File: src/rtl/gobang_game_ctrl.sv
`default_nettype none
// ============================================================================
// Module   : gobang_game_ctrl
// Purpose  : Gobang game sequencer. Turns decoded PS/2 make codes into cursor
//            moves, stone placement and restarts. Owns the write port and
//            the controller read port of the dual-port board RAM. After every
//            legal placement it scans the four lines through the new stone
//            and stops the game on five (or more) in a row.
// Revision : 1.0 - initial release
// ----------------------------------------------------------------------------
// Ports
//   clk, rst             clock, asynchronous active-high reset
//   key_valid, key_code  1-cycle strobe with a PS/2 set-2 make code
//   cursor_x, cursor_y   cursor cell
//   cur_player           side to move (0 black, 1 white)
//   busy                 clearing, checking, writing or scanning
//   game_over, winner    game finished / colour of the winner
//   we, waddr, wdata     board write port (00 empty, 01 black, 10 white)
//   raddr, rdata         board read port, rdata valid one cycle after raddr
// ============================================================================
module gobang_game_ctrl #(
  parameter int N      = 15,
  parameter int ADDR_W = 8
) (
  input  logic              clk,
  input  logic              rst,
  input  logic              key_valid,
  input  logic [7:0]        key_code,
  output logic [3:0]        cursor_x,
  output logic [3:0]        cursor_y,
  output logic              cur_player,
  output logic              busy,
  output logic              game_over,
  output logic              winner,
  output logic              we,
  output logic [ADDR_W-1:0] waddr,
  output logic [1:0]        wdata,
  output logic [ADDR_W-1:0] raddr,
  input  logic [1:0]        rdata
);

  localparam logic [7:0] KEY_UP      = 8'h1D;
  localparam logic [7:0] KEY_DOWN    = 8'h1B;
  localparam logic [7:0] KEY_LEFT    = 8'h1C;
  localparam logic [7:0] KEY_RIGHT   = 8'h23;
  localparam logic [7:0] KEY_PLACE   = 8'h29;
  localparam logic [7:0] KEY_RESTART = 8'h2D;
  localparam logic [3:0] MAX_C       = 4'(N - 1);
  localparam logic [ADDR_W-1:0] LAST_ADDR = ADDR_W'(N * N - 1);

  typedef enum logic [3:0] {
    S_CLEAR    = 4'd0,
    S_IDLE     = 4'd1,
    S_RD       = 4'd2,
    S_CHK      = 4'd3,
    S_WR       = 4'd4,
    S_SCAN_ISS = 4'd5,
    S_SCAN_RD  = 4'd6,
    S_SCAN_CK  = 4'd7,
    S_OVER     = 4'd8
  } state_t;

  state_t state, state_n;

  logic [3:0]        cursor_x_n, cursor_y_n, px, py, px_n, py_n;
  logic              cur_player_n, winner_n, we_n, side, side_n;
  logic [ADDR_W-1:0] waddr_n, raddr_n, clr_addr, clr_addr_n;
  logic [1:0]        wdata_n, dir, dir_n, own;
  logic [2:0]        k, k_n, step_k;
  logic [3:0]        cnt, cnt_n;

  logic signed [5:0] step_dx, step_dy, cand_x, cand_y;
  logic              cand_ok;
  logic [ADDR_W-1:0] cand_addr;

  function automatic logic [ADDR_W-1:0] addr_of(input logic [3:0] x, input logic [3:0] y);
    return ADDR_W'(y) * ADDR_W'(N) + ADDR_W'(x);
  endfunction

  assign own       = cur_player ? 2'b10 : 2'b01;
  assign busy      = (state != S_IDLE) && (state != S_OVER);
  assign game_over = (state == S_OVER);

  // Candidate cell P + k*d for the current direction and side. While checking
  // a read result the next step (k+1) is prepared so a matching run issues
  // one read every two cycles. k = 5 marks a finished side. The board-edge
  // test is done on sign-extended coordinates, never on the linear address.
  always_comb begin
    step_k  = (state == S_SCAN_CK) ? k + 3'd1 : k;
    step_dx = (dir == 2'd1) ? 6'sd0 : 6'sd1;
    case (dir)
      2'd0:    step_dy = 6'sd0;
      2'd3:    step_dy = -6'sd1;
      default: step_dy = 6'sd1;
    endcase
    if (side) begin
      step_dx = -step_dx;
      step_dy = -step_dy;
    end
    cand_x    = $signed({2'b00, px}) + step_dx * $signed({3'b000, step_k});
    cand_y    = $signed({2'b00, py}) + step_dy * $signed({3'b000, step_k});
    cand_ok   = (step_k >= 3'd1) && (step_k <= 3'd4) &&
                (cand_x >= 6'sd0) && (cand_x <= $signed({2'b00, MAX_C})) &&
                (cand_y >= 6'sd0) && (cand_y <= $signed({2'b00, MAX_C}));
    cand_addr = addr_of(cand_x[3:0], cand_y[3:0]);
  end

  always_comb begin
    state_n      = state;
    cursor_x_n   = cursor_x;
    cursor_y_n   = cursor_y;
    cur_player_n = cur_player;
    winner_n     = winner;
    we_n         = 1'b0;
    waddr_n      = waddr;
    wdata_n      = wdata;
    raddr_n      = raddr;
    px_n         = px;
    py_n         = py;
    clr_addr_n   = clr_addr;
    dir_n        = dir;
    side_n       = side;
    k_n          = k;
    cnt_n        = cnt;
    case (state)
      S_CLEAR: begin
        we_n       = 1'b1;
        waddr_n    = clr_addr;
        wdata_n    = 2'b00;
        clr_addr_n = clr_addr + 1'b1;
        if (clr_addr == LAST_ADDR) begin
          state_n      = S_IDLE;
          cur_player_n = 1'b0;
        end
      end
      S_IDLE: begin
        if (key_valid) begin
          case (key_code)
            KEY_UP:    if (cursor_y != 4'd0)  cursor_y_n = cursor_y - 4'd1;
            KEY_DOWN:  if (cursor_y != MAX_C) cursor_y_n = cursor_y + 4'd1;
            KEY_LEFT:  if (cursor_x != 4'd0)  cursor_x_n = cursor_x - 4'd1;
            KEY_RIGHT: if (cursor_x != MAX_C) cursor_x_n = cursor_x + 4'd1;
            KEY_PLACE: begin
              px_n    = cursor_x;
              py_n    = cursor_y;
              raddr_n = addr_of(cursor_x, cursor_y);
              state_n = S_RD;
            end
            KEY_RESTART: begin
              clr_addr_n = '0;
              state_n    = S_CLEAR;
            end
            default: ;
          endcase
        end
      end
      S_RD: state_n = S_CHK;
      S_CHK: begin
        if (rdata != 2'b00) begin
          state_n = S_IDLE;
        end else begin
          we_n    = 1'b1;
          waddr_n = addr_of(px, py);
          wdata_n = own;
          state_n = S_WR;
        end
      end
      S_WR: begin
        dir_n   = 2'd0;
        side_n  = 1'b0;
        k_n     = 3'd1;
        cnt_n   = 4'd0;
        state_n = S_SCAN_ISS;
      end
      S_SCAN_ISS: begin
        if (cand_ok) begin
          raddr_n = cand_addr;
          state_n = S_SCAN_RD;
        end else if (!side) begin
          side_n = 1'b1;
          k_n    = 3'd1;
        end else if (cnt >= 4'd4) begin
          // run = 1 + matches on both sides
          winner_n = cur_player;
          state_n  = S_OVER;
        end else if (dir == 2'd3) begin
          cur_player_n = ~cur_player;
          state_n      = S_IDLE;
        end else begin
          dir_n  = dir + 2'd1;
          side_n = 1'b0;
          k_n    = 3'd1;
          cnt_n  = 4'd0;
        end
      end
      S_SCAN_RD: state_n = S_SCAN_CK;
      S_SCAN_CK: begin
        if (rdata == own) begin
          cnt_n = cnt + 4'd1;
          if (cand_ok) begin
            raddr_n = cand_addr;
            k_n     = k + 3'd1;
            state_n = S_SCAN_RD;
          end else begin
            k_n     = 3'd5;
            state_n = S_SCAN_ISS;
          end
        end else begin
          k_n     = 3'd5;
          state_n = S_SCAN_ISS;
        end
      end
      S_OVER: begin
        if (key_valid && (key_code == KEY_RESTART)) begin
          clr_addr_n = '0;
          state_n    = S_CLEAR;
        end
      end
      default: state_n = S_CLEAR;
    endcase
  end

  always_ff @(posedge clk or posedge rst) begin
    if (rst) state <= S_CLEAR;
    else     state <= state_n;
  end

  always_ff @(posedge clk or posedge rst) begin
    if (rst) begin
      cursor_x   <= 4'd7;
      cursor_y   <= 4'd7;
      cur_player <= 1'b0;
      winner     <= 1'b0;
      we         <= 1'b0;
      waddr      <= '0;
      wdata      <= 2'b00;
      raddr      <= '0;
      px         <= 4'd0;
      py         <= 4'd0;
      clr_addr   <= '0;
      dir        <= 2'd0;
      side       <= 1'b0;
      k          <= 3'd1;
      cnt        <= 4'd0;
    end else begin
      cursor_x   <= cursor_x_n;
      cursor_y   <= cursor_y_n;
      cur_player <= cur_player_n;
      winner     <= winner_n;
      we         <= we_n;
      waddr      <= waddr_n;
      wdata      <= wdata_n;
      raddr      <= raddr_n;
      px         <= px_n;
      py         <= py_n;
      clr_addr   <= clr_addr_n;
      dir        <= dir_n;
      side       <= side_n;
      k          <= k_n;
      cnt        <= cnt_n;
    end
  end

endmodule
`default_nettype wire
File: config.mk
export PLATFORM = sky130hd
export DESIGN_NAME = gobang_game_ctrl
export DESIGN_NICKNAME = d
export VERILOG_FILES = /design/src/rtl/gobang_game_ctrl.sv
export SDC_FILE = /design/constraint.sdc
export NUM_CORES = 1
export LEC_CHECK = 0
export BUFFER_PORTS_ARGS = -buffer_cell sky130_fd_sc_hd__buf_4
export CAP_MARGIN = 0
export CORE_UTILIZATION = 55
export CTS_CLUSTER_DIAMETER = 80
export DETAILED_ROUTE_END_ITERATION = 10
export GPL_ROUTABILITY_DRIVEN = 0
export GPL_TIMING_DRIVEN = 0
export HOLD_SLACK_MARGIN = 0.02
export PLACE_DENSITY = 0.83
export SLEW_MARGIN = 25
export SYNTH_ARGS = -nofsm -noshare
export SYNTH_HDL_FRONTEND = slang
export SYNTH_SLANG_ARGS = --single-unit
File: constraint.sdc
create_clock -name clk -period 9.45 [get_ports clk]
set_input_delay 0.4725 -clock clk [delete_from_list [all_inputs] [get_ports clk]]
set_output_delay 0.4725 -clock clk [all_outputs]
set_load 0.1 [all_outputs]
Word-level counts from Yosys, hierarchy flattened:

Cells that the tools add are included.

* flip-flop bits (word level): 59

* add/subtract/negate cells: 15
* multiply operators: 5
* order comparisons: 7
* equal/unequal tests: 43
* mux-type cells: 68
* bitwise operators: 2
* reductions and logical operators: 33

Operator list (number)
* 4-bit two-way mux: 17
* 8-bit two-way mux: 8
* 8-bit case mux with 3 select lines: 2
* 4-bit case mux with 9 select lines: 1
* 2-bit != test, second input constant: 13
* 8-bit by 4-bit adder with 8-bit output: 3
* 8-bit by 5-bit == test with 1-bit output, second input constant: 3
* 8-bit by 6-bit == test with 1-bit output, second input constant: 3
* 4-bit by 4-bit multiplier with 8-bit output, second input constant: 3
* 3-bit two-way mux: 8
* 4-bit case mux with 2 select lines: 3
* 6-bit AND reduction: 3
* 4-bit by 3-bit == test with 1-bit output, second input constant: 4
* 4-bit != test, second input constant: 4
* 8-bit case mux with 2 select lines: 1
* 4-bit AND reduction: 4
* 5-bit AND reduction: 3
* 2-bit two-way mux: 7
* 4-bit by 1-bit adder with 4-bit output, second input constant: 3
* 5-bit by 6-bit adder with 6-bit output: 2
* 6-bit by 1-bit >= comparator with 1-bit output, second input constant: 2
* 6-bit by 5-bit <= comparator with 1-bit output, second input constant: 2
* 6-bit by 4-bit multiplier with 6-bit output: 2
* 6-bit two-way mux: 2
* other kinds (35): 70

Longest topological paths before layout:

Gate-level depths: netlist (run 1).

* depth after elaboration: 14
* mapped depth: 26

Worst setup path after synthesis (run 1):

Ideal clock, no wire load.

* kind: register to register
* start: register dir[0]
* end: register raddr[7]
* library setup time: 0.125 ns
* arrival time: 6.103 ns
* required time: 9.325 ns
* setup slack: 3.222 ns
* cell stages (with the launch flop): 25
* path buffers: 0
* cell sequence: dfrtp_1 > inv_1 > ha_1 > mux2i_1 > nor2_1 > ha_1 > ha_1 > fa_1 > inv_1 > fa_1 > fa_1 > inv_1 > fa_1 > inv_1 > fa_1 > inv_1 > ha_1 > a21o_1 > a21oi_1 > o21bai_1 > a21oi_1 > xnor2_1 > nor2_1 > a21oi_1 > mux2_2

* word-level cells in the longest chain between the ends: 14
* elaborated cells on any way between the ends: 26

RTL lines
* start, declared: line 68 `logic [1:0] wdata_n, dir, dir_n, own;`
* start signal, assigned: line 257 `dir <= dir_n;`
* branches (longest 11 deep; another with 4-bit by 4-bit multiplier with 8-bit output)
* 8-bit two-way mux *: line 176, 200
* 8-bit two-way mux: line 198 `if (rdata == own) begin`
* 8-bit case mux with 3 select lines *: line 125 `case (state)`
* end signal, assigned: line 253 `raddr <= raddr_n;`
* end, declared: line 38 `output logic [ADDR_W-1:0] raddr,`

Every way passes the cells marked *. The select of a mux whose other input is x is not followed.
A chain may end at the register's enable or synchronous reset.

Worst setup path in the final report (run 1):

* start: register k[0]
* end: register raddr[7]

* word-level cells in the longest chain between the ends: 12
* elaborated cells on any way between the ends: 22

RTL lines
* start, declared: line 69 `logic [2:0] k, k_n, step_k;`
* start signal, assigned: line 259 `k <= k_n;`
* 3-bit by 1-bit adder with 3-bit output: line 89 `step_k = (state == S_SCAN_CK) ? k + 3'd1 : k;`
* 3-bit two-way mux *: line 89
* branches (longest 7 deep; another with 4-bit by 4-bit multiplier with 8-bit output)
* 8-bit two-way mux *: line 176, 200
* 8-bit two-way mux: line 198
* 8-bit case mux with 3 select lines *: line 125

Marks and branches as above.

==> impl_metrics.tcl, run 1 <==
set metrics [dict create \
    synth_cells 623 \
    die_area_sq_mm 0.0111 \
    antenna_found_initial 0 \
    yosysMostFrequentCell "ha_1" \
    dr.pass1.iters 5 \
    p_leak_nw 3.35 \
    cts_tree "built" \
    clock_latency_ns 0.35 \
    relSlewSlack_pct 40.3 \
    final_nets 816 \
    max_freq_mhz 149 \
    final_antenna_net_count 0 \
    synth.top_cells.by_count "93 x ha_1, 74 x inv_1, 55 x nor2_1" \
    setup_tns_ns 0 \
    htree_levels 3 \
    final_area_sq_mm 0.00661 \
    yosys_warnings 0 \
    syn_area_sq_mm 0.00587 \
    diodes 0 \
    io_buffers 43 \
    grt_usage_pct 24.6 \
    worstPathMaxFanout 6 \
    r2r.worst_path.cells 24 \
    synth_nets 761 \
    place_inst 803 \
    slew_viol_final 0 \
    clock_path_buffers 2 \
    ys.flop_type "dfrtp_1" \
    worstMarginPinSlew_ns 0.889 \
    drive_gt1_share_pct 13.8 \
    swShare_pct 21.8 \
    synth-edff-count 0 \
    worstSetupStartpointType "flip-flop" \
    power_w 0.000530 \
    hold_path_class "input pin to asynchronous set/reset pin" \
    ys_seq_area_share_pct 25.3 \
    worstPathRequired_ns 9.67 \
    cts_buffers 9 \
    clockRootBuffer "clkbuf_8" \
    clkPwrFrac_pct 49.5 \
    avgRoutedWirePerCell_um 15.4 \
    grt_pass1_vias 4851 \
    rows 37 \
    drt_iter0_drc 298 \
    synth_cell_types 62 \
    rsz0062_at_grt "false" \
    drt_wl_total_um 12600 \
    ir_drop_mv 0.0603 \
    yosysTopAreaCell "dfrtp_1" \
    grt_start_max_net_pins 46 \
    hold_viol 0 \
    async_flop_share_pct 100 \
    cts_sinks 59 \
    core_area_sq_mm 0.0103 \
    end_kind "flip-flop" \
    crit_arrival_ns 6.94 \
    grt_pass1_wl_um 22000 \
    maxCapViolCount 0 \
    final_cells 819 \
    power_density_mw_per_mm2 80.2 \
    viasPerCell 5.68 \
    post-route-min-period_ns 6.72 \
    fillers 816 \
    cts.clk_slew.worst_paths_ns 0.07 \
    utilization_pct 64.0 \
    critPathKind "flip-flop to flip-flop" \
    post_cts_buffers 0 \
    cts_hold_buf 0 \
    finClkSkew_ns 0.0110 \
    vias 4652 \
    seqPwrFrac_pct 47.7 \
    yosys.area.top_type_share_pct 22.2 \
    post_dp_cell_area_sq_mm 0.00639 \
    setup_viol 0 \
    gr-total-overflow 0 \
    post_cts_resized 0 \
    synth_area_leaders "dfrtp_1 22%, ha_1 20%, fa_1 11%, inv_1 4.7%, xnor2_1 4.0%" \
    die_h_um 105 \
    dpl.hpwl_um 10000 \
    pin_count 44 \
    drc 0 \
    p_int_w 0.000414 \
    power_frac_comb_pct 2.8 \
    area_delta_synth_final_pct 12.5 \
    initial_core_util_pct 56.9 \
    p_sw_w 0.000116 \
    finalCritPeriodShare_pct 71.1 \
    status "finished, final reports clean" \
    synth.avg_cell_area_sq_um 9.43 \
    die_x_um 105 \
    ys_seq_elements 59 \
]
==> power by group through the flow <==
stage               clock network [W]   logic [W]  registers [W]
floorplan                           0  0.00000626       0.000258
global placement                    0   0.0000130       0.000258
detailed placement                  0   0.0000150       0.000258
CTS                          0.000264   0.0000150       0.000253
global route                 0.000277   0.0000168       0.000253
finish                       0.000262   0.0000147       0.000253
==> cells in the final DEF (no fill, tap or decap), types with 4 or more instances in the layout <==
| cell | synthesis | routed |
|---|---|---|
| inv_1 | 74 | 73 |
| nand3_1 | 9 | 9 |
| nor4_1 | 5 | 5 |
| and3_1 | 7 | 7 |
| mux2i_1 | 10 | 10 |
| nand2_1 | 46 | 46 |
| o21ai_0 | 36 | 36 |
| o31ai_1 | 6 | 6 |
| nor3_1 | 9 | 9 |
| nor2_1 | 55 | 55 |
| mux2_2 | 15 | 15 |
| xnor2_1 | 27 | 27 |
| o21bai_1 | 6 | 6 |
| nand2b_1 | 6 | 6 |
| fa_1 | 32 | 32 |
| xor2_1 | 12 | 12 |
| ha_1 | 93 | 93 |
| and2_1 | 4 | 4 |
| a21o_1 | 9 | 9 |
| clkbuf_8 | 0 | 10 |
| a21oi_1 | 37 | 37 |
| dfstp_2 | 7 | 7 |
| clkbuf_1 | 10 | 12 |
| dfrtp_1 | 52 | 52 |
| buf_4 | 2 | 45 |
==> worst max-delay path, cell delays in order, from the launching register on <==
cell and delay [ns]:
dfstp_2 0.61, ha_1 0.26, nand2_1 0.10, xor2_1 0.48
nor2_1 0.09, ha_1 0.29, ha_1 0.29, fa_1 0.55
inv_1 0.07, fa_1 0.61, fa_1 0.58, inv_1 0.07
fa_1 0.47, inv_1 0.05, fa_1 0.51, inv_1 0.05
ha_1 0.33, a21o_1 0.17, a21oi_1 0.23, o21bai_1 0.09
a21oi_1 0.17, xnor2_1 0.10, nor2_1 0.10, a21oi_1 0.05
mux2_2 0.28
==> through the flow <==
step                setup WS (ns)  hold WS, ns
floorplan                    3.22        0.468
global placement             2.91        0.468
detailed placement           2.70        0.419
CTS                          2.66       0.0530
global route                 2.30       0.0585
finish                       2.73       0.0516
==> registers in the layout, summed over array words and instances, names as in the netlist, 2 cells and up <==
register	cells
state	4
cursor_y	4
clr_addr	8
px	4
wdata	2
py	4
dir	2
k	3
cnt	4
cursor_x	4
raddr	8
waddr	8
==> per-layer routing <==
layer	wire, um	vias up	global-route usage, %
met5	0	-	0
met4	330	0	10.5
met2	6300	153	42.4
met1	5360	2227	30.4
li1	-	2238	-
met3	647	34	4.02
==> logic make-up (layout without fill, tap and decap cells) <==
logic type	after synthesis	after routing	synth area share, %
XOR/XNOR	42	42	6.95
flip-flops	59	59	25.3
AO/OA/AOI/OAI	119	119	12.5
multiplexers	27	27	5.16
buffers and inverters	87	147	5.82
adder cells (fa/ha/maj)	126	126	30.9
AND/OR/NAND/NOR	163	163	13.4
==> path summary, 6_finish.rpt <==
| path | startpoint | end | slack [ns] |
|---|---|---|---|
| max in group asynchronous | rst | k[0] | 8.84 |
| max reg2reg | k[0] | raddr[7] | 2.73 |
| min in group clk | rdata[0] | state[2] | 0.34 |
| max | k[0] | raddr[7] | 2.73 |
| min reg2reg | wdata[0] | wdata[0] | 0.48 |
| min | rst | cursor_x[3] | 0.05 |
==> cell type report <==
class / instances / area, sq um / area share, %
clock buffers: 12 / 145 / 2.20
plain buffers: 13 / 63.8 / 0.966
clock inverters: 4 / 73.8 / 1.12
inverters: 74 / 280 / 4.24
repair buffers: 44 / 343 / 5.19
multi-input cells: 477 / 4050 / 61.2
flip-flops and latches: 59 / 1490 / 22.5
well taps: 136 / 170 / 2.58
Note: power is estimated with default switching activity, not from simulation.
==> inputs of run 2 (changes only) <==
Settings changed: PLACE_DENSITY 0.83 to 0.86.
Clock period 9.45 ns to 5.55 ns, I/O delays scaled along.
==> impl_metrics.tcl, run 2 (synthesized netlist as in run 1, its figures left out) <==
set metrics [dict create \
    clock_latency_ns 0.36 \
    maxCapViolCount 0 \
    io_buffers 43 \
    seq_area_sq_mm 0.00149 \
    drive_gt1_share_pct 19.8 \
    crit_arrival_ns 6.05 \
    grt_pass1_wl_um 24000 \
    cts_sinks 59 \
    ir_drop_mv 0.121 \
    critPathKind "flip-flop to flip-flop" \
    power_w 0.000960 \
    final_antenna_net_count 0 \
    avgRoutedWirePerCell_um 16.6 \
    finClkSkew_ns 0.0194 \
    viasPerCell 5.78 \
    post-route-min-period_ns 5.81 \
    cts.clk_slew.worst_paths_ns 0.09 \
    p_leak_nw 3.49 \
    finalWorstSetupSlack_ns -0.260 \
    gr-total-overflow 0 \
    multi_input_area_sq_mm 0.00422 \
    setup_viol 3 \
    drc 0 \
    reg2reg_slack_ns -0.26 \
    grt_usage_pct 26.8 \
    reg_top3 "clr_addr: 8 flops, raddr: 8 flops, waddr: 8 flops" \
    cts_buffers 9 \
    max_freq_mhz 172 \
    initial_core_util_pct 56.9 \
    grt_start_max_net_pins 40 \
    dpl.hpwl_um 10100 \
    worstPathMaxFanout 4 \
    violations "negative setup slack" \
    rsz0062_at_grt "true" \
    hold_viol 0 \
    drt_wl_total_um 14000 \
    power_density_mw_per_mm2 137 \
    worstPathRequired_ns 5.79 \
    status "finished with violations" \
    cts_tree "built" \
    final_cell_mix "88 x ha_1, 67 x inv_1, 66 x buf_4, 55 x nor2_1, 52 x dfrtp_1" \
    dr.pass1.iters 5 \
    die_area_sq_mm 0.0111 \
    hold_path_class "input pin to flip-flop" \
    clockRootBuffer "clkbuf_8" \
    pin_count 44 \
    grt_pass1_vias 5154 \
    final_area_sq_mm 0.00699 \
    htree_levels 3 \
    clock_path_buffers 2 \
    end_kind "flip-flop" \
    relSlewSlack_pct 37.4 \
    finalCritPeriodShare_pct 105 \
    final_common_cell "ha_1" \
    vias 4866 \
    drt_iter0_drc 242 \
    diodes 0 \
    slew_viol_final 0 \
    worstSetupStartpointType "flip-flop" \
    rows 37 \
    post_dp_cell_area_sq_mm 0.00646 \
    die_h_um 105 \
    worstMarginPinSlew_ns 0.932 \
    die_x_um 105 \
    fillers 739 \
    final_nets 839 \
    core_area_sq_mm 0.0103 \
    area_delta_synth_final_pct 19.1 \
    antenna_found_initial 0 \
]
==> run 2: cell count changes in the layout (fill, tap and decap cells not counted), sizes merged <==
cell and delta:
buf +23, clkbuf -4, bufinv +1, clkinvlp +1
dlygate4sd3 +1, inv +1
==> run 2: layer usage <==
metal	routed length, um	vias to the layer above	global-route usage (%)
li1	-	2271	-
met1	5630	2376	31.8
met2	7280	181	48.7
met3	764	38	4.45
met4	321	0	9.15
met5	0	-	0
==> run 2: what timing repair did <==
item / in CTS / in global routing
setup buffers: 18 / 5
pin swaps: 12 / 15
endpoints found under the hold margin: 17 / 0
gates resized for setup: 11 / 11
setup endpoints to repair: 4 / 10
hold buffers: 1 / 0
==> run 2: through the flow <==
stage          std cells  TNS (ns)  hold WS (ns)  utilization [%]  setup slack [ns]
2_1_floorplan        623    -0.151         0.390                -            -0.118
3_3_place_gp         802    -0.935         0.471             62.4            -0.410
3_5_place_dp         803     -1.26         0.254             62.6            -0.513
4_1_cts              837    -0.704         0.140             66.8            -0.317
5_1_grt              842     -1.14         0.156             67.7            -0.408
6_report             842    -0.576         0.139             67.7            -0.260
==> run 2: area by class of cell <==
class                      count  area share [%]
clock buffer                   9            1.77
tap                          136            2.43
clock inverter                 7            1.77
multi-input combinational    477            60.3
buffer                        12           0.912
timing repair buffer          68            7.57
inverter                      74            4.01
sequential                    59            21.2
==> run 2: power breakdown <==
part | switching (W) | total (W) | internal (W) | leakage (nW)
clock | 0.000202 | 0.000503 | 0.000301 | 0.120
combinational | 0.0000160 | 0.0000260 | 0.0000100 | 2.65
sequential | 0.000000433 | 0.000431 | 0.000430 | 0.717
==> run 2: worst max-delay path, cell delays in order (launching register included) <==
cell	delay (ns)
dfrtp_1	0.42
and4b_1	0.28
buf_6	0.13
mux2i_4	0.23
nor2_1	0.06
ha_1	0.33
ha_4	0.28
fa_1	0.45
inv_2	0.08
fa_2	0.46
fa_1	0.51
inv_2	0.04
fa_1	0.50
inv_2	0.04
fa_1	0.52
inv_2	0.05
ha_4	0.23
a21o_1	0.17
a21oi_2	0.15
o21bai_1	0.08
a21oi_1	0.15
xnor2_1	0.10
nor2_1	0.09
a21oi_1	0.05
mux2_4	0.27
==> run 2: worst paths after layout <==
path,from,cells after the start,end
max,state[3],24,raddr[7]
min,rdata[1],2,state[2]
max reg2reg,state[3],24,raddr[7]
min reg2reg,waddr[6],2,waddr[6]
max in group asynchronous,rst,4,k[0]
min in group asynchronous,rst,3,cursor_y[3]
==> inputs of run 3 (changes only) <==
Settings changed: CAP_MARGIN 0 to default, CORE_UTILIZATION 55 to 56, PLACE_DENSITY 0.86 to 0.87.
==> impl_metrics.tcl, run 3 (synthesized netlist as in run 1, its figures left out) <==
set metrics [dict create \
    status "finished with violations" \
    violations "negative setup slack" \
    utilization_pct 67.7 \
    cp_common_cell "fa_1" \
    maxCapViolCount 0 \
    worstSetupStartpointType "flip-flop" \
    pin_count 44 \
    avgRoutedWirePerCell_um 16.5 \
    cts_tree "built" \
    diodes 0 \
    die_h_um 104 \
    rows 37 \
    clock_latency_ns 0.36 \
    crit_end "raddr[7]" \
    grt_usage_pct 27.1 \
    drc 0 \
    r2r.worst_path.cells 25 \
    area_delta_synth_final_pct 18.0 \
    fillers 727 \
    finClkSkew_ns 0.00850 \
    post_dp_cell_area_sq_mm 0.00647 \
    initial_core_util_pct 57.4 \
    grt_pass1_wl_um 23600 \
    grt_start_max_net_pins 52 \
    worstPathMaxFanout 6 \
    drive_gt1_share_pct 18.3 \
    rsz0062_at_grt "true" \
    ir_drop_mv 0.115 \
    final_common_cell "ha_1" \
    dpl.hpwl_um 10400 \
    viasPerCell 5.87 \
    clockRootBuffer "clkbuf_8" \
    final_cell_mix "87 x ha_1, 70 x inv_1, 58 x buf_4, 55 x nor2_1, 52 x dfrtp_1" \
    io_buffers 43 \
    post-route-min-period_ns 5.89 \
    critPathMaxStageDelay_ns 0.54 \
    drt_iter0_drc 308 \
    gr-total-overflow 0 \
    holdWs_ns 0.156 \
    finalCritPeriodShare_pct 106 \
    final_antenna_net_count 0 \
    clock_path_buffers 2 \
    setup_tns_ns -0.790 \
    drt_wl_total_um 13800 \
    worstMarginPinSlew_ns 0.932 \
    startpoint "state[3]" \
    slew_viol_final 0 \
    max_freq_mhz 170 \
    die_area_sq_mm 0.0109 \
    core_area_sq_mm 0.0102 \
    dr.pass1.iters 8 \
    worstPathRequired_ns 5.79 \
    relSlewSlack_pct 37.4 \
    reg_top3 "clr_addr: 8 flops, raddr: 8 flops, waddr: 8 flops" \
    r2r_end "raddr[7]" \
    cts.clk_slew.worst_paths_ns 0.07 \
    end_kind "flip-flop" \
    crit_slowest_cell "fa_1" \
    hold_viol 0 \
    crit_arrival_ns 6.13 \
    reg2reg_slack_ns -0.34 \
    p_leak_nw 3.46 \
    antenna_found_initial 0 \
    die_x_um 104 \
    final_area_sq_mm 0.00693 \
    setup_viol 4 \
    cts_sinks 59 \
    finalWorstSetupSlack_ns -0.337 \
    r2r-start "state[3]" \
    vias 4905 \
    critPathKind "flip-flop to flip-flop" \
    hold_path_class "input pin to flip-flop" \
    htree_levels 3 \
    grt_pass1_vias 5203 \
    cts_buffers 9 \
    final_nets 832 \
    power_density_mw_per_mm2 131 \
]
run 3: worst max-delay path: cells and delay by family (launching register included):
family,cells,cell delay (ns)
AOI/OAI and AO/OA,5,0.66
xor gates and xnor gates,3,0.42
adders and majority gates,7,2.91
buffers and inverters,5,0.51
DFF,1,0.41
muxes,1,0.27
and+or+nand+nor,4,0.59
run 3: layer usage:
| layer | wire length, um | global-route usage, % | up-vias |
|---|---|---|---|
| met1 | 5500 | 31.0 | 2397 |
| met3 | 754 | 5.76 | 49 |
| met2 | 7080 | 47.5 | 197 |
| met5 | 0 | 0 | - |
| met4 | 432 | 13.6 | 0 |
| li1 | - | - | 2262 |
run 3: worst min path at each step:
stage                     startpoint       end  slack [ns]  depth (start not counted)
after floorplan             rdata[0]  state[2]        0.39                          1
after global placement      waddr[2]  waddr[2]        0.47                          2
after detailed placement         rst  raddr[2]        0.19                          2
after CTS                   rdata[0]  state[2]        0.14                          2
after global routing        rdata[0]  state[2]        0.16                          2
final                       rdata[0]  state[2]        0.16                          2
run 3: through the flow:
step / total power [W] / worst slack (ns) / std cells
2_1_floorplan: 0.000449 / -0.118 / 623
3_3_place_gp: 0.000461 / -0.412 / 802
3_5_place_dp: 0.000465 / -0.566 / 803
4_1_cts: 0.000912 / -0.317 / 833
5_1_grt: 0.000929 / -0.581 / 835
6_report: 0.000908 / -0.337 / 835
run 3: final cells by class:
cell class | count | area, sq um | area share [%]
Buffer | 12 | 63.8 | 0.921
Clock buffer | 12 | 145 | 2.09
Clock inverter | 4 | 73.8 | 1.07
Inverter | 74 | 280 | 4.04
Multi-Input combinational cell | 477 | 4210 | 60.8
Sequential cell | 59 | 1490 | 21.4
Tap cell | 136 | 170 | 2.46
Timing Repair Buffer | 61 | 497 | 7.17
run 3: what timing repair did:
| action | CTS | global route |
|---|---|---|
| setup endpoints to repair | 4 | 9 |
| hold buffers | 1 | 0 |
| hold endpoints to repair | 8 | 0 |
| cloned | 0 | 0 |
| pin swaps | 8 | 11 |
| setup buffers | 14 | 2 |
| resized for setup | 14 | 4 |
run 3: power breakdown:
part	leakage, nW	internal (W)	total (W)	switching [W]
Clock	0.111	0.000266	0.000451	0.000185
Combinational	2.63	0.0000106	0.0000262	0.0000156
Sequential	0.717	0.000430	0.000431	0.000000458
Total	3.46	0.000707	0.000908	0.000201
